$ cat src/rtl/dproc_out_buffer.sv
// Output pixel buffer: FIFO between the processing core and a CPU-visible register window.
// Each entry holds the pixel and an end-of-line flag derived from an internal column counter.
module dproc_out_buffer #(
  parameter int          DEPTH     = 16,
  parameter int          IMG_WIDTH = 32,
  parameter logic [31:0] BASE_ADDR = 32'h0200_1100
) (
  input  logic        clk,
  input  logic        resetn,
  input  logic [7:0]  s_pixel,
  input  logic        s_valid,
  output logic        s_ready,
  input  logic        mem_valid,
  output logic        mem_ready,
  input  logic [3:0]  mem_wstrb,
  input  logic [31:0] mem_addr,
  input  logic [31:0] mem_wdata,
  output logic [31:0] mem_rdata,
  output logic        irq
);

  localparam int               PTR_W     = $clog2(DEPTH);
  localparam int               COL_W     = (IMG_WIDTH > 1) ? $clog2(IMG_WIDTH) : 1;
  localparam logic [6:0]       DEPTH_LVL = 7'(DEPTH);
  localparam logic [COL_W-1:0] COL_LAST  = COL_W'(IMG_WIDTH - 1);

  typedef enum logic [2:0] {
    REG_NONE, REG_CONTROL, REG_STATUS, REG_LEVEL, REG_DATA, REG_LINES
  } reg_sel_e;

  logic [8:0]       fifo_mem [DEPTH];
  logic [PTR_W-1:0] wr_ptr, rd_ptr;
  logic [6:0]       level;
  logic [COL_W-1:0] column;
  logic [31:0]      line_count;
  logic             enable;
  logic [4:0]       threshold;
  logic             underrun;

  reg_sel_e   reg_sel;
  logic       empty, full, bus_wr, bus_rd, clear, data_rd, push, pop, eol_in;
  logic [8:0] head;
  logic       unused_wdata;

  assign unused_wdata = ^{mem_wdata[31:13], mem_wdata[7:4], mem_wdata[2]};

  // NOTE: every output of a combinational block gets a default first, so no path infers a latch.
  always_comb begin
    reg_sel = REG_NONE;
    if (mem_valid) begin
      if      (mem_addr == BASE_ADDR)            reg_sel = REG_CONTROL;
      else if (mem_addr == BASE_ADDR + 32'h04)   reg_sel = REG_STATUS;
      else if (mem_addr == BASE_ADDR + 32'h08)   reg_sel = REG_LEVEL;
      else if (mem_addr == BASE_ADDR + 32'h0C)   reg_sel = REG_DATA;
      else if (mem_addr == BASE_ADDR + 32'h10)   reg_sel = REG_LINES;
    end
  end

  assign mem_ready = (reg_sel != REG_NONE);
  assign bus_wr    = mem_ready && mem_wstrb[0];
  assign bus_rd    = mem_ready && (mem_wstrb == 4'h0);
  assign clear     = bus_wr && (reg_sel == REG_CONTROL) && mem_wdata[1];
  assign data_rd   = bus_rd && (reg_sel == REG_DATA);

  assign empty   = (level == 7'd0);
  assign full    = (level == DEPTH_LVL);
  assign s_ready = enable && !full;
  assign push    = s_valid && s_ready;
  assign pop     = data_rd && !empty;
  assign eol_in  = (column == COL_LAST);
  assign head    = fifo_mem[rd_ptr];

  always_comb begin
    mem_rdata = 32'h0;
    case (reg_sel)
      REG_CONTROL: mem_rdata = {19'h0, threshold, 7'h0, enable};
      REG_STATUS:  mem_rdata = {28'h0, underrun, irq, full, empty};
      REG_LEVEL:   mem_rdata = {25'h0, level};
      REG_DATA:    mem_rdata = empty ? 32'h0 : {22'h0, head[8], 1'b1, head[7:0]};
      REG_LINES:   mem_rdata = line_count;
      default:     mem_rdata = 32'h0;
    endcase
  end

  // NOTE: storage is deliberately not reset; resetting the pointers makes stale entries unreachable.
  always_ff @(posedge clk) begin
    if (push && !clear) fifo_mem[wr_ptr] <= {eol_in, s_pixel};
  end

  // NOTE: sequential state uses non-blocking assignments so every register samples pre-edge values.
  always_ff @(posedge clk) begin
    if (!resetn) begin
      wr_ptr     <= '0;
      rd_ptr     <= '0;
      level      <= '0;
      column     <= '0;
      line_count <= '0;
      enable     <= 1'b0;
      threshold  <= '0;
      underrun   <= 1'b0;
      irq        <= 1'b0;
    end else begin
      if (bus_wr && reg_sel == REG_CONTROL) begin
        enable    <= mem_wdata[0];
        threshold <= mem_wdata[12:8];
      end
      irq <= enable && (threshold != 5'd0) && (level >= {2'b00, threshold});

      if (clear) begin
        wr_ptr     <= '0;
        rd_ptr     <= '0;
        level      <= '0;
        column     <= '0;
        line_count <= '0;
        underrun   <= 1'b0;
      end else begin
        if (push) begin
          wr_ptr <= wr_ptr + PTR_W'(1);
          column <= eol_in ? '0 : column + COL_W'(1);
          if (eol_in) line_count <= line_count + 32'd1;
        end
        if (pop) rd_ptr <= rd_ptr + PTR_W'(1);
        case ({push, pop})
          2'b10:   level <= level + 7'd1;
          2'b01:   level <= level - 7'd1;
          default: level <= level;
        endcase
        // A same-cycle empty read wins over a write-1-to-clear; the two cannot coincide on one bus anyway.
        if (data_rd && empty)
          underrun <= 1'b1;
        else if (bus_wr && reg_sel == REG_STATUS && mem_wdata[3])
          underrun <= 1'b0;
      end
    end
  end

endmodule

$ cat config.mk
export PLATFORM = sky130hd
export DESIGN_NAME = dproc_out_buffer
export DESIGN_NICKNAME = d
export VERILOG_FILES = /design/src/rtl/dproc_out_buffer.sv
export SDC_FILE = /design/constraint.sdc
export NUM_CORES = 1
export LEC_CHECK = 0
export ABC_AREA = 1
export BUFFER_PORTS_ARGS = -buffer_cell sky130_fd_sc_hd__buf_2
export CAP_MARGIN = 20
export CELL_PAD_IN_SITES_DETAIL_PLACEMENT = 0
export CELL_PAD_IN_SITES_GLOBAL_PLACEMENT = 1
export CORE_MARGIN = 5
export CORE_UTILIZATION = 40
export CTS_CLUSTER_DIAMETER = 50
export DETAILED_ROUTE_END_ITERATION = 16
export GPL_TIMING_DRIVEN = 0
export PLACE_DENSITY = 0.73
export SLEW_MARGIN = 20
export SYNTH_ARGS = -nofsm -noshare
export SYNTH_HDL_FRONTEND = slang
export SYNTH_SLANG_ARGS = --single-unit
$ cat constraint.sdc
create_clock -name clk -period 11.45 [get_ports clk]
set_clock_uncertainty 0.1 [all_clocks]
set_input_delay 2.8625 -clock clk [delete_from_list [all_inputs] [get_ports clk]]
set_output_delay 2.8625 -clock clk [all_outputs]
set_load 0.01 [all_outputs]
==> implementation parameters, run 1 <==
Parameter                              Value

Route
  Number of DRC violations after detailed-routing iteration 0    542
  Vias/cell    5.22
  Total via count after detailed routing    8287
  Number of routed nets with antenna violations    0
  Final routed wirelength across all metal layers    28.7 mm
  Final routed wire length divided by cell count    18.1 um
  Detailed Routing Iterations Pass 1    5
  Remaining design rule violation count    0

Power and ir drop
  Internal power consumption    1290 uW
  Power dissipated by switching net loads    356 uW
  Fraction of power consumed by sequential logic    48.6%
  IR Drop Worst-Case VDD    0.0952 mV
  Proportion of power drawn by combinational gates    1.8%
  Switching Fraction    21.6%
  Part of the power in the clock network    49.6%
  Leak pwr    0.00441 uW
  Cell area power density    138 nW/um2

Final layout
  Area Overhead vs Synth    19.5%
  Layout Nets    1339
  Number of diodes    0
  Post-layout instance area    12000 um2
  Share of layout cells above drive strength 1    15.3%

Clock tree
  Post-cts sizing count    0
  Number of post-CTS setup repair buffers    0
  Clock tree from TritonCTS    done
  Hold buffers post-CTS    0
  Clock Latency Late Sink    0.54 ns
  Number of H-tree levels    1
  Buffer cell driving the clock tree root    sky130_fd_sc_hd__clkbuf_16
  Clock sink count    208
  CTS Buf Count    27
  CTS clk-pin slew, worst paths    0.05 ns
  Clk buf depth    3

Setup path
  Required @ worst endpoint    8.49 ns
  Critical path capture point type    output port
  Category of the critical setup timing path    in -> out
  Worst reg2reg startpoint    level[0]$_SDFFE_PP0P_
  Critical Path Start Type    input pin
  Setup slack, reg-to-reg    7.86 ns
  End of the worst register-to-register path    level[6]$_SDFFE_PP0P_
  Highest fanout seen on the critical path    8
  Depth of the worst register-to-register path    17
  Endpoint arrival time on the critical path    5.24 ns

Logic synthesis
  Summed instance area of the synthesized netlist    10000 um2
  Post-synthesis sequential element count    208
  Share of the synthesized area in the top cell type    43.2%
  Largest cells by area after synthesis    sky130_fd_sc_hd__edfxtp_1 43%, sky130_fd_sc_hd__dfxtp_1 13%, sky130_fd_sc_hd__nand2_1 7.3%
  Number of warnings reported in the yosys synthesis log    0
  Avg Inst Size Synth    9.08 um2
  Post-synthesis instance total    1104
  Top FF cell, synth    sky130_fd_sc_hd__edfxtp_1
  Sequential area share after synthesis    55.9%
  Number of nets in the synthesized netlist    1204
  Number of library cell types mapped by synthesis    38
  Share of synthesized flip-flops with an asynchronous set or reset    0%
  Number of enable-type register cells in the synthesized netlist    144
  Top cell type by total area after synthesis    sky130_fd_sc_hd__edfxtp_1

Timing
  Final min period    8.20 ns
  Setup repair after global routing missed its margin    no
  Fmax achieved    122 MHz
  Measured slew at the worst slew-check pin    0.861 ns
  Final Slew Violations    0
  Post-Route Setup TNS    0 ns
  Number of hold violations in the final report    0
  Period Utilization, post-route    71.7%
  Final number of setup-violating endpoints    0
  Relative slew slack    42.1%

Die
  Area of the core    24900 um2
  Number of rows created at floorplan    58
  Height of the die    168 um
  Initial core utilization    40.3%
  Die area    28300 um2
  Floorplan die width    168 um
  Top-Level Pins    115

Global routing
  Gr usage total    20.1%
  Remaining global-route overflow    0
  Via count of the first global-routing pass    8184
  Wire length of the first global-routing pass    45.4 mm
  Antenna violations before repair    1
  Maximum number of pins on one net before global-route repair    18

Place
  Dpl hpwl    20.8 mm
  Placed Instance Area    11100 um2
  PortBufs    90
  Routability-driven placement congestion ratio    0.871

Hold path
  Instance count along the most critical hold path    2
  Min-Delay Endpoint    line_count[31]$_SDFFE_PP0P_
  Worst hold path class    reg -> reg
  Launch instance of the worst min-delay path    line_count[31]$_SDFFE_PP0P_

Run
  Max Cap Violations    0

Run status
  Outcome    complete, no violations
-- stage by stage --
| step | std cells | total power (uW) | hold WS (ns) | utilization (%) | setup WS [ns] |
|---|---|---|---|---|---|
| after floorplan | 1104 | 828 | 0.342 | - | 4.30 |
| after detailed placement | 1540 | 848 | 0.360 | 44.6 | 3.31 |
| after global routing | 1589 | 1700 | 0.399 | 48.1 | 3.06 |
| final | 1589 | 1650 | 0.366 | 48.1 | 3.25 |
| after global placement | 1524 | 847 | 0.353 | 43.7 | 3.29 |
| after CTS | 1589 | 1660 | 0.368 | 48.1 | 3.29 |
-- logic make-up after synthesis --
| group | after synthesis | synth area share [%] |
|---|---|---|
| AND/OR/NAND/NOR | 477 | 20.0 |
| adder cells (fa/ha/maj) | 20 | 2.57 |
| buffers and inverters | 148 | 6.07 |
| flip-flops | 208 | 55.9 |
| AO/OA/AOI/OAI | 215 | 12.3 |
| XOR/XNOR | 36 | 3.15 |
-- routing by layer --
metal  GRT usage [%]  up-vias  wire, um
met5               0        -        20
met4            5.19        2       641
met3            3.15       50      1890
met2            33.5      286     13500
met1            27.6     3893     12700
li1                -     4056         -
-- cells in the mapped netlist (2+ instances only) --
library cell,count
sky130_fd_sc_hd__nand2_1,196
sky130_fd_sc_hd__nor2_1,175
sky130_fd_sc_hd__edfxtp_1,144
sky130_fd_sc_hd__inv_1,100
sky130_fd_sc_hd__o21ai_0,96
sky130_fd_sc_hd__dfxtp_1,64
sky130_fd_sc_hd__a21oi_1,62
sky130_fd_sc_hd__nor3_1,37
sky130_fd_sc_hd__nand3_1,34
sky130_fd_sc_hd__xor2_1,33
sky130_fd_sc_hd__o22ai_1,26
sky130_fd_sc_hd__clkbuf_1,25
sky130_fd_sc_hd__ha_1,19
sky130_fd_sc_hd__nand4_1,17
sky130_fd_sc_hd__o221ai_1,13
sky130_fd_sc_hd__buf_2,8
sky130_fd_sc_hd__nor4_1,8
sky130_fd_sc_hd__a211oi_1,6
sky130_fd_sc_hd__buf_6,5
sky130_fd_sc_hd__o211ai_1,4
sky130_fd_sc_hd__a32o_1,3
sky130_fd_sc_hd__buf_1,3
sky130_fd_sc_hd__clkinv_1,3
sky130_fd_sc_hd__nor2_2,3
sky130_fd_sc_hd__xnor2_1,3
sky130_fd_sc_hd__inv_2,2
sky130_fd_sc_hd__nand3_2,2
sky130_fd_sc_hd__o21ai_4,2
sky130_fd_sc_hd__o21bai_1,2
-- power by group through the flow --
stage	registers (uW)	clock network (uW)	logic [uW]
after global routing	801	869	33.9
after detailed placement	817	0	30.5
after CTS	801	832	30.6
after global placement	817	0	29.9
after floorplan	818	0	10.0
final	801	818	30.2
-- state kept, by name, indices dropped and copies added, names as in the netlist, named ones only --
register and flops:
column 5, rd_ptr 4, irq 1, threshold 5
enable 1, wr_ptr 4, level 7, underrun 1
line_count 32, fifo_mem 144
-- worst max-delay path by stage --
| stage | to | start | slack, ns |
|---|---|---|---|
| finish | mem_rdata[5] | mem_addr[7] | 3.25 |
| global route | mem_rdata[9] | mem_addr[31] | 3.06 |
| CTS | mem_rdata[9] | mem_addr[7] | 3.29 |
| detailed placement | mem_rdata[9] | mem_addr[1] | 3.31 |
| global placement | mem_rdata[9] | mem_addr[1] | 3.29 |
| floorplan | mem_rdata[3] | mem_addr[7] | 4.30 |
-- area by class of cell --
class                      instances  area, um2
clock buffer                      31        722
inverter                         106        399
tap                              330        413
buffer                            42        209
multi-input combinational        748       3890
sequential                       208       5610
clock inverter                    18        156
timing repair buffer             106        578
fill                            2414      12900
-- cells in the final DEF, fill, tap and decap left out, drive strengths merged --
master,n
a21oi,62
o21bai,2
a32o,3
nand3,37
nand3b,1
buf,123
nand4,18
o21ai,98
a211oi,6
o221ai,13
clkinv,15
inv,106
clkinvlp,2
xnor2,3
edfxtp,144
o22ai,26
dfxtp,64
ha,19
clkbuf,56
nand2,197
nor2,178
a22o,1
nor3,38
xor2,33
nor4,8
o211ai,4
bufinv,1
fa,1
-- critical path, cell delays in order --
cell                       delay (ns)
sky130_fd_sc_hd__buf_2           0.10
sky130_fd_sc_hd__nor2_2          0.14
sky130_fd_sc_hd__nand2_1         0.11
sky130_fd_sc_hd__inv_2           0.10
sky130_fd_sc_hd__nand4_1         0.08
sky130_fd_sc_hd__nand2_1         0.09
sky130_fd_sc_hd__nand2_1         0.06
sky130_fd_sc_hd__nor2_1          0.24
sky130_fd_sc_hd__nand3_1         0.15
sky130_fd_sc_hd__nor2_1          0.55
sky130_fd_sc_hd__o21ai_0         0.38
sky130_fd_sc_hd__o221ai_1        0.19
sky130_fd_sc_hd__buf_2           0.18
No activity file was read; power rests on OpenSTA's default activity.
==> run 2: changes to the inputs <==
--- a/config.mk
+++ b/config.mk
@@ -5,7 +5,7 @@
 export SDC_FILE = /design/constraint.sdc
 export NUM_CORES = 1
 export LEC_CHECK = 0
-export ABC_AREA = 1
+export ABC_AREA = 0
 export BUFFER_PORTS_ARGS = -buffer_cell sky130_fd_sc_hd__buf_2
 export CAP_MARGIN = 20
 export CELL_PAD_IN_SITES_DETAIL_PLACEMENT = 0
@@ -15,7 +15,7 @@
 export CTS_CLUSTER_DIAMETER = 50
 export DETAILED_ROUTE_END_ITERATION = 16
 export GPL_TIMING_DRIVEN = 0
-export PLACE_DENSITY = 0.73
+export PLACE_DENSITY = 0.7
 export SLEW_MARGIN = 20
 export SYNTH_ARGS = -nofsm -noshare
 export SYNTH_HDL_FRONTEND = slang
==> constraint.sdc (replaced) <==
create_clock -name clk -period 8.6 [get_ports clk]
set_clock_uncertainty 0.1 [all_clocks]
set_input_delay 2.15 -clock clk [delete_from_list [all_inputs] [get_ports clk]]
set_output_delay 2.15 -clock clk [all_outputs]
set_load 0.01 [all_outputs]
==> run 2 against run 1 <==
Net effect:
- register-to-register slack got worse by 3.2 ns
- worst setup slack got worse by 1.5 ns
- synthesized area fell by 5.4%
- synthesized cell count fell by 35%
- sequential share of layout area rose by 3.6 points
- combinational power rose by 30%
- cell count fell by 26%
- critical path type unchanged
==> implementation parameters, run 2 <==
Parameter                              Value

Run status
  Outcome    complete, no violations (unchanged)

Die
  Height of the die    164 um (was 168 um)
  Area of the core    23400 um2 (was 24900 um2)
  Number of rows created at floorplan    56 (was 58)
  Top-Level Pins    115 (unchanged)
  Floorplan die width    164 um (was 168 um)
  Die area    26900 um2 (was 28300 um2)
  Initial core utilization    40.5% (was 40.3%)

Logic synthesis
  Simple-gate area share of the yosys netlist    13.6% (was 20.0%)
  Share of the synthesized area in the top cell type    45.6% (was 43.2%)
  Number of library cell types mapped by synthesis    62 (was 38)
  Xor/xnor share of the synthesized area    2.59% (was 3.15%)
  Avg Inst Size Synth    13.1 um2 (was 9.08 um2)
  Main combinational cell family by area after synthesis    simple AND/OR/NAND/NOR gates (unchanged)
  Post-synthesis instance total    723 (was 1104)
  Post-synthesis sequential element count    208 (unchanged)
  Share of synthesized flip-flops with an asynchronous set or reset    0% (unchanged)
  Count leader, synth    sky130_fd_sc_hd__edfxtp_1 (was sky130_fd_sc_hd__nand2_1)
  Top FF cell, synth    sky130_fd_sc_hd__edfxtp_1 (unchanged)
  Commonest cells post-synth    144 x sky130_fd_sc_hd__edfxtp_1, 66 x sky130_fd_sc_hd__nor2_1, 64 x sky130_fd_sc_hd__dfxtp_1, 38 x sky130_fd_sc_hd__a21oi_1, 36 x sky130_fd_sc_hd__mux4_2 (was 196 x sky130_fd_sc_hd__nand2_1, 175 x sky130_fd_sc_hd__nor2_1, 144 x sky130_fd_sc_hd__edfxtp_1, 100 x sky130_fd_sc_hd__inv_1, 96 x sky130_fd_sc_hd__o21ai_0)
  Largest cells by area after synthesis    sky130_fd_sc_hd__edfxtp_1 46%, sky130_fd_sc_hd__dfxtp_1 14%, sky130_fd_sc_hd__mux4_2 8.6% (was sky130_fd_sc_hd__edfxtp_1 43%, sky130_fd_sc_hd__dfxtp_1 13%, sky130_fd_sc_hd__nand2_1 7.3%)
  Synthesized-area fraction occupied by adder cells    2.72% (was 2.57%)
  Multiplexer share of the synthesized area    11.7% (was 0%)
  Number of enable-type register cells in the synthesized netlist    144 (unchanged)
  Number of warnings reported in the yosys synthesis log    0 (unchanged)
  Number of nets in the synthesized netlist    823 (was 1204)
  Post-synthesis compound-gate area fraction    7.63% (was 12.3%)
  Sequential area share after synthesis    59.1% (was 55.9%)
  Summed instance area of the synthesized netlist    9480 um2 (was 10000 um2)
  Top cell type by total area after synthesis    sky130_fd_sc_hd__edfxtp_1 (unchanged)

Clock tree
  Clk buf depth    3 (unchanged)
  CTS Buf Count    24 (was 27)
  Post-cts sizing count    0 (unchanged)
  CTS clk-pin slew, worst paths    0.05 ns (about the same)
  Clock Latency Late Sink    0.52 ns (was 0.54 ns)
  Clock tree from TritonCTS    done (unchanged)
  Hold buffers post-CTS    0 (unchanged)
  Number of H-tree levels    1 (unchanged)
  Number of post-CTS setup repair buffers    0 (unchanged)
  Clock sink count    208 (unchanged)
  Buffer cell driving the clock tree root    sky130_fd_sc_hd__clkbuf_16 (unchanged)

Route
  Final routed wirelength across all metal layers    22.5 mm (was 28.7 mm)
  Remaining design rule violation count    0 (unchanged)
  Vias/cell    5.33 (was 5.22)
  Number of routed nets with antenna violations    0 (unchanged)
  Detailed Routing Iterations Pass 1    5 (unchanged)
  Total via count after detailed routing    6242 (was 8287)
  Final routed wire length divided by cell count    19.2 um (was 18.1 um)
  Number of DRC violations after detailed-routing iteration 0    431 (was 542)

Setup path
  End of the worst register-to-register path    level[6]$_SDFFE_PP0P_ (unchanged)
  Setup slack, reg-to-reg    4.65 ns (was 7.86 ns)
  Category of the critical setup timing path    in -> out (unchanged)
  Critical Path Start Type    input pin (unchanged)
  Critical path capture point type    output port (unchanged)
  Highest fanout seen on the critical path    10 (was 8)
  Endpoint arrival time on the critical path    4.58 ns (was 5.24 ns)
  Worst reg2reg startpoint    level[1]$_SDFFE_PP0P_ (was level[0]$_SDFFE_PP0P_)
  Required @ worst endpoint    6.35 ns (was 8.49 ns)
  Depth of the worst register-to-register path    14 (was 17)

Hold path
  Launch instance of the worst min-delay path    column[4]$_SDFFE_PP0P_ (was line_count[31]$_SDFFE_PP0P_)
  Worst hold path class    reg -> reg (unchanged)
  Instance count along the most critical hold path    2 (unchanged)
  Min-Delay Endpoint    column[4]$_SDFFE_PP0P_ (was line_count[31]$_SDFFE_PP0P_)

Power and ir drop
  Cell area power density    187 nW/um2 (was 138 nW/um2)
  IR Drop Worst-Case VDD    0.137 mV (was 0.0952 mV)
  Leak pwr    0.00381 uW (was 0.00441 uW)

Global routing
  Gr usage total    16.6% (was 20.1%)
  Maximum number of pins on one net before global-route repair    20 (was 18)
  Remaining global-route overflow    0 (unchanged)
  Wire length of the first global-routing pass    34.9 mm (was 45.4 mm)
  Antenna violations before repair    0 (was 1)
  Via count of the first global-routing pass    6244 (was 8184)

Final layout
  Layout Nets    939 (was 1339)
  Top reg by flops    fifo_mem (unchanged)
  Commonest cells after routing, fill and taps aside    144 x sky130_fd_sc_hd__edfxtp_1, 105 x sky130_fd_sc_hd__buf_2, 66 x sky130_fd_sc_hd__nor2_1 (was 196 x sky130_fd_sc_hd__nand2_1, 175 x sky130_fd_sc_hd__nor2_1, 144 x sky130_fd_sc_hd__edfxtp_1)
  Number of diodes    0 (unchanged)
  Fill count    2143 (was 2414)
  Area Overhead vs Synth    17.2% (was 19.5%)
  Combined area of the multi-input logic cells    3650 um2 (was 3890 um2)
  Fin util    47.5% (was 48.1%)
  Most common cell after layout, fill and taps aside    sky130_fd_sc_hd__edfxtp_1 (was sky130_fd_sc_hd__nand2_1)
  Share of layout cells above drive strength 1    23.6% (was 15.3%)
  Area occupied by registers    5610 um2 (unchanged)
  Final non-filler cell total    1171 (was 1589)
  Leading registers by flop count    fifo_mem (144), line_count (32), level (7) (unchanged)
  Number of flip-flops under the largest register name    144 (unchanged)

Place
  Routability-driven placement congestion ratio    0.772 (was 0.871)
  Dpl hpwl    15.7 mm (was 20.8 mm)
  PortBufs    89 (was 90)
  Placed Cells incl. Taps    1132 (was 1540)
  Worst slack after detailed placement    1.56 ns (was 3.31 ns)

Timing
  Final Slew Violations    0 (unchanged)
  Measured slew at the worst slew-check pin    1.07 ns (was 0.861 ns)
  Post-layout worst setup margin    1.77 ns (was 3.25 ns)
  Relative slew slack    28.3% (was 42.1%)
  Number of hold violations in the final report    0 (unchanged)
  Period Utilization, post-route    79.4%
  Fmax achieved    146 MHz
  Final min period    6.83 ns
  Post-Route Setup TNS    0 ns (unchanged)
  Setup repair after global routing missed its margin    no (unchanged)
  Final number of setup-violating endpoints    0 (unchanged)

Run
  Max Cap Violations    0 (unchanged)
-- run 2: changes by cell type in the layout (fill, tap and decap cells not counted), sizes merged, moves of 22 or more --
cell / before / now
a21oi: 62 / 39
mux4: 0 / 36
nor3: 38 / 12
inv: 106 / 16
o22ai: 26 / 1
nor2: 178 / 66
and2: 0 / 24
nand2: 197 / 23
nand3: 37 / 15
o21ai: 98 / 20
-- run 2: worst max path at each step --
stage	startpoint	cells after the start	to	slack, ns
after floorplan	mem_addr[17]	5	mem_rdata[9]	2.67
after global placement	mem_addr[17]	7	mem_rdata[9]	1.51
after detailed placement	mem_addr[17]	7	mem_rdata[9]	1.56
after CTS	mem_addr[17]	7	mem_rdata[9]	1.54
after global routing	mem_addr[17]	7	mem_rdata[6]	1.57
final	mem_addr[17]	7	mem_rdata[5]	1.77
-- run 2: routing by layer --
| metal | GRT usage (%) | part of all wire [%] | up-vias |
|---|---|---|---|
| met5 | 0 | 0 | - |
| met2 | 28.7 | 49 | 128 |
| li1 | - | - | 3021 |
| met4 | 3.35 | 1.6 | 0 |
| met1 | 22.4 | 45 | 3070 |
| met3 | 2.48 | 4.3 | 23 |
-- run 2: cell families after synthesis --
logic type	Yosys count
buffers and inverters	58
multiplexers	64
flip-flops	208
XOR/XNOR	28
adder cells (fa/ha/maj)	20
AO/OA/AOI/OAI	111
AND/OR/NAND/NOR	234
-- run 2: layout make-up --
type	count	area share, %
Multi-Input combinational cell	457	32.8
Clock buffer	29	5.66
Timing Repair Buffer	90	4.08
Inverter	16	0.540
Buffer	42	1.73
Clock inverter	10	1.11
Sequential cell	208	50.4
Tap cell	319	3.59
-- run 2: critical path: stages --
cell and delay (ns):
sky130_fd_sc_hd__buf_2 0.10, sky130_fd_sc_hd__nor4b_1 0.42, sky130_fd_sc_hd__nand4_1 0.37, sky130_fd_sc_hd__nor3_1 0.48, sky130_fd_sc_hd__nand3_1 0.41, sky130_fd_sc_hd__o21ai_0 0.44
sky130_fd_sc_hd__buf_2 0.21
-- run 2: through the flow --
step / total power (uW) / instance area, um2 / hold WS, ns
detailed placement: 1130 / 10400 / 0.365
floorplan: 1100 / 9480 / 0.341
global placement: 1130 / 10300 / 0.350
global route: 2150 / 11100 / 0.392
CTS: 2100 / 11100 / 0.373
finish: 2080 / 11100 / 0.366
-- run 2: where the power goes --
group | total (uW) | leakage (uW) | internal [uW] | switching, uW
Sequential | 1070 | 0.00185 | 1070 | 0.00000000797
Combinational | 39.4 | 0.00160 | 14.3 | 25.1
Clock | 969 | 0.000364 | 579 | 390
Total | 2080 | 0.00381 | 1660 | 415
==> run 3: changes to the inputs <==
--- a/config.mk
+++ b/config.mk
@@ -15,7 +15,7 @@
 export CTS_CLUSTER_DIAMETER = 50
 export DETAILED_ROUTE_END_ITERATION = 16
 export GPL_TIMING_DRIVEN = 0
-export PLACE_DENSITY = 0.7
+export PLACE_DENSITY = 0.73
 export SLEW_MARGIN = 20
 export SYNTH_ARGS = -nofsm -noshare
 export SYNTH_HDL_FRONTEND = slang
==> constraint.sdc (replaced) <==
create_clock -name clk -period 6.03 [get_ports clk]
set_clock_uncertainty 0.1 [all_clocks]
set_input_delay 1.5075 -clock clk [delete_from_list [all_inputs] [get_ports clk]]
set_output_delay 1.5075 -clock clk [all_outputs]
set_load 0.01 [all_outputs]
==> run 3 against run 2 <==
Net effect:
- sequential share of layout area down 0.41 points
- via count up 0.46%
- register-to-register slack lost 2.5 ns
- combinational power is 43% higher
- first-iteration DRC count decreased by 14%
- power is 47% higher
- global-route usage shrank 0.077 points
- sequential power is 42% higher
- flip-flop and latch count unchanged
- critical endpoint is now mem_rdata[3]
- routed wire length decreased by 1.0%
- worst setup slack worse by 1.1 ns
- critical path depth stayed put
==> implementation parameters, run 3 (synthesis gave the netlist of run 2 again) <==
Parameter                              Value

Run status
  Outcome    complete, no violations (unchanged)

Setup path
  Cell at the slowest stage of the critical path    sky130_fd_sc_hd__o21ai_0 (was sky130_fd_sc_hd__nor3_1)
  Delay of the slowest critical-path stage    0.42 ns (was 0.48 ns)
  Depth of the worst register-to-register path    14 (unchanged)
  Last element of the critical path    mem_rdata[3] (was mem_rdata[5])
  Highest fanout seen on the critical path    10 (unchanged)
  Critical Path Start Type    input pin (unchanged)
  Required @ worst endpoint    4.42 ns (was 6.35 ns)
  Cell Chain, Critical Path    buf_2 -> nor4b_1 -> nand3_1 -> nor3_1 -> nand3_1 -> o21ai_0 -> buf_2 (was buf_2 -> nor4b_1 -> nand4_1 -> nor3_1 -> nand3_1 -> o21ai_0 -> buf_2)
  Startpoint of the worst setup timing path    mem_addr[29] (was mem_addr[17])
  Critical path capture point type    output port (unchanged)
  Category of the critical setup timing path    in -> out (unchanged)
  End of the worst register-to-register path    level[6]$_SDFFE_PP0P_ (unchanged)
  Setup slack, reg-to-reg    2.13 ns (was 4.65 ns)
  Worst reg2reg startpoint    level[1]$_SDFFE_PP0P_ (unchanged)
  Endpoint arrival time on the critical path    3.75 ns (was 4.58 ns)

Clock tree
  Buffer cell driving the clock tree root    sky130_fd_sc_hd__clkbuf_16 (unchanged)
  Clock tree from TritonCTS    done (unchanged)
  Post-cts sizing count    0 (unchanged)
  Number of post-CTS setup repair buffers    0 (unchanged)
  Number of H-tree levels    1 (unchanged)
  Clk buf depth    3 (unchanged)
  Hold buffers post-CTS    0 (unchanged)
  Clock sink count    208 (unchanged)
  Clock Latency Late Sink    0.53 ns (was 0.52 ns)
  CTS clk-pin slew, worst paths    0.05 ns (about the same)
  CTS Buf Count    26 (was 24)

Final layout
  Share of layout cells above drive strength 1    24.2% (was 23.6%)
  Leading registers by flop count    fifo_mem (144), line_count (32), level (7) (unchanged)
  Number of flip-flops under the largest register name    144 (unchanged)
  Area Overhead vs Synth    18.2% (was 17.2%)
  Layout Nets    944 (was 939)
  Number of diodes    0 (unchanged)
  Commonest cells after routing, fill and taps aside    144 x sky130_fd_sc_hd__edfxtp_1, 105 x sky130_fd_sc_hd__buf_2, 66 x sky130_fd_sc_hd__nor2_1 (unchanged)
  Top reg by flops    fifo_mem (unchanged)
  Most common cell after layout, fill and taps aside    sky130_fd_sc_hd__edfxtp_1 (unchanged)

Global routing
  Via count of the first global-routing pass    6264 (was 6244)
  Antenna violations before repair    0 (unchanged)
  Remaining global-route overflow    0 (unchanged)
  Maximum number of pins on one net before global-route repair    20 (unchanged)
  Gr usage total    16.5% (was 16.6%)
  Wire length of the first global-routing pass    34.8 mm (was 34.9 mm)

Timing
  Fmax achieved    186 MHz
  Hold slack    0.360 ns (was 0.366 ns)
  Final Slew Violations    0 (unchanged)
  Final min period    5.36 ns
  Number of hold violations in the final report    0 (unchanged)
  Measured slew at the worst slew-check pin    1.00 ns (was 1.07 ns)
  Final number of setup-violating endpoints    0 (unchanged)
  Setup repair after global routing missed its margin    no (unchanged)
  Post-Route Setup TNS    0 ns (unchanged)
  Relative slew slack    33.0% (was 28.3%)
  Period Utilization, post-route    88.9%

Run
  Max Cap Violations    0 (unchanged)

Die
  Height of the die    164 um (unchanged)
  Initial core utilization    40.5% (unchanged)
  Top-Level Pins    115 (unchanged)
  Number of rows created at floorplan    56 (unchanged)
  Area of the core    23400 um2 (unchanged)
  Floorplan die width    164 um (unchanged)
  Die area    26900 um2 (unchanged)

Power and ir drop
  Proportion of power drawn by combinational gates    1.8% (was 1.9%)
  IR Drop Worst-Case VDD    0.235 mV (was 0.137 mV)
  Leak pwr    0.00385 uW (was 0.00381 uW)
  Internal power consumption    2420 uW (was 1660 uW)
  Fraction of power consumed by sequential logic    50.0% (was 51.4%)
  Power dissipated by switching net loads    619 uW (was 415 uW)
  Cell area power density    272 nW/um2 (was 187 nW/um2)
  Part of the power in the clock network    48.1% (was 46.7%)
  Switching Fraction    20.3% (was 20.0%)

Route
  Routed wl met2    10.9 mm (was 11.1 mm)
  Number of DRC violations after detailed-routing iteration 0    372 (was 431)
  Detailed Routing Iterations Pass 1    5 (unchanged)
  M1 WL    9.83 mm (was 10.0 mm)
  Remaining design rule violation count    0 (unchanged)
  Number of routed nets with antenna violations    0 (unchanged)
  Met3 routed wirelength    1.18 mm (was 972 um)
  Final routed wire length divided by cell count    18.8 um (was 19.2 um)
  Vias/cell    5.30 (was 5.33)
  Total via count after detailed routing    6271 (was 6242)
  Final routed wirelength across all metal layers    22.3 mm (was 22.5 mm)
  Top sig layer    met4 (unchanged)

Place
  Dpl hpwl    15.7 mm (about the same)
  Routability-driven placement congestion ratio    0.834 (was 0.772)
  PortBufs    89 (unchanged)

Hold path
  Worst hold path class    reg -> reg (unchanged)
==> run 3: cell types whose count changed in the layout (fill, tap and decap cells not counted), sizes merged <==
cell,delta
buf,+3
clkbuf,+3
clkinv,+2
clkinvlp,+3
inv,+1
==> run 3: power by group through the flow <==
stage	logic, uW	clock network, uW	registers (uW)
after floorplan	18.8	0	1550
after detailed placement	57.0	0	1550
after CTS	57.1	1500	1520
final	56.2	1460	1520
after global placement	55.4	0	1550
after global routing	62.0	1570	1520
==> run 3: final cells by class <==
class | count | area, um2
buffer | 42 | 193
tap | 319 | 399
inverter | 16 | 60.1
clock inverter | 16 | 149
sequential | 208 | 5610
fill | 2098 | 12200
clock buffer | 32 | 673
timing repair buffer | 93 | 475
multi-input combinational | 457 | 3650
==> run 3: worst min path at each step <==
| stage | from | end | slack (ns) | cells past startpoint |
|---|---|---|---|---|
| floorplan | column[4]$_SDFFE_PP0P_ | column[4]$_SDFFE_PP0P_ | 0.34 | 2 |
| detailed placement | column[4]$_SDFFE_PP0P_ | column[4]$_SDFFE_PP0P_ | 0.36 | 2 |
| global placement | column[4]$_SDFFE_PP0P_ | column[4]$_SDFFE_PP0P_ | 0.35 | 2 |
| global route | column[4]$_SDFFE_PP0P_ | column[4]$_SDFFE_PP0P_ | 0.41 | 2 |
| CTS | column[4]$_SDFFE_PP0P_ | column[4]$_SDFFE_PP0P_ | 0.37 | 2 |
| finish | column[4]$_SDFFE_PP0P_ | column[4]$_SDFFE_PP0P_ | 0.36 | 2 |
==> run 3: critical path, delay by kind of cell <==
family          cells  cell delay [ns]
buf+inv             2             0.29
simple gates        4             1.52
compound gates      1             0.42
==> run 3: layer usage <==
layer  global-route usage, %  vias up
li1                        -     3037
met1                    22.5     3049
met2                    28.1      155
met3                    2.91       30
met4                    3.20        0
met5                       0        -
==> run 3: metrics by stage <==
step	setup WS [ns]	utilization (%)	power (uW)	cells	cell area [um2]
floorplan	1.39	-	1570	723	9480
global placement	0.262	44.1	1610	1131	10300
detailed placement	0.644	44.4	1610	1135	10400
CTS	0.647	47.9	3070	1183	11200
global route	0.385	47.9	3150	1183	11200
finish	0.668	47.9	3040	1183	11200
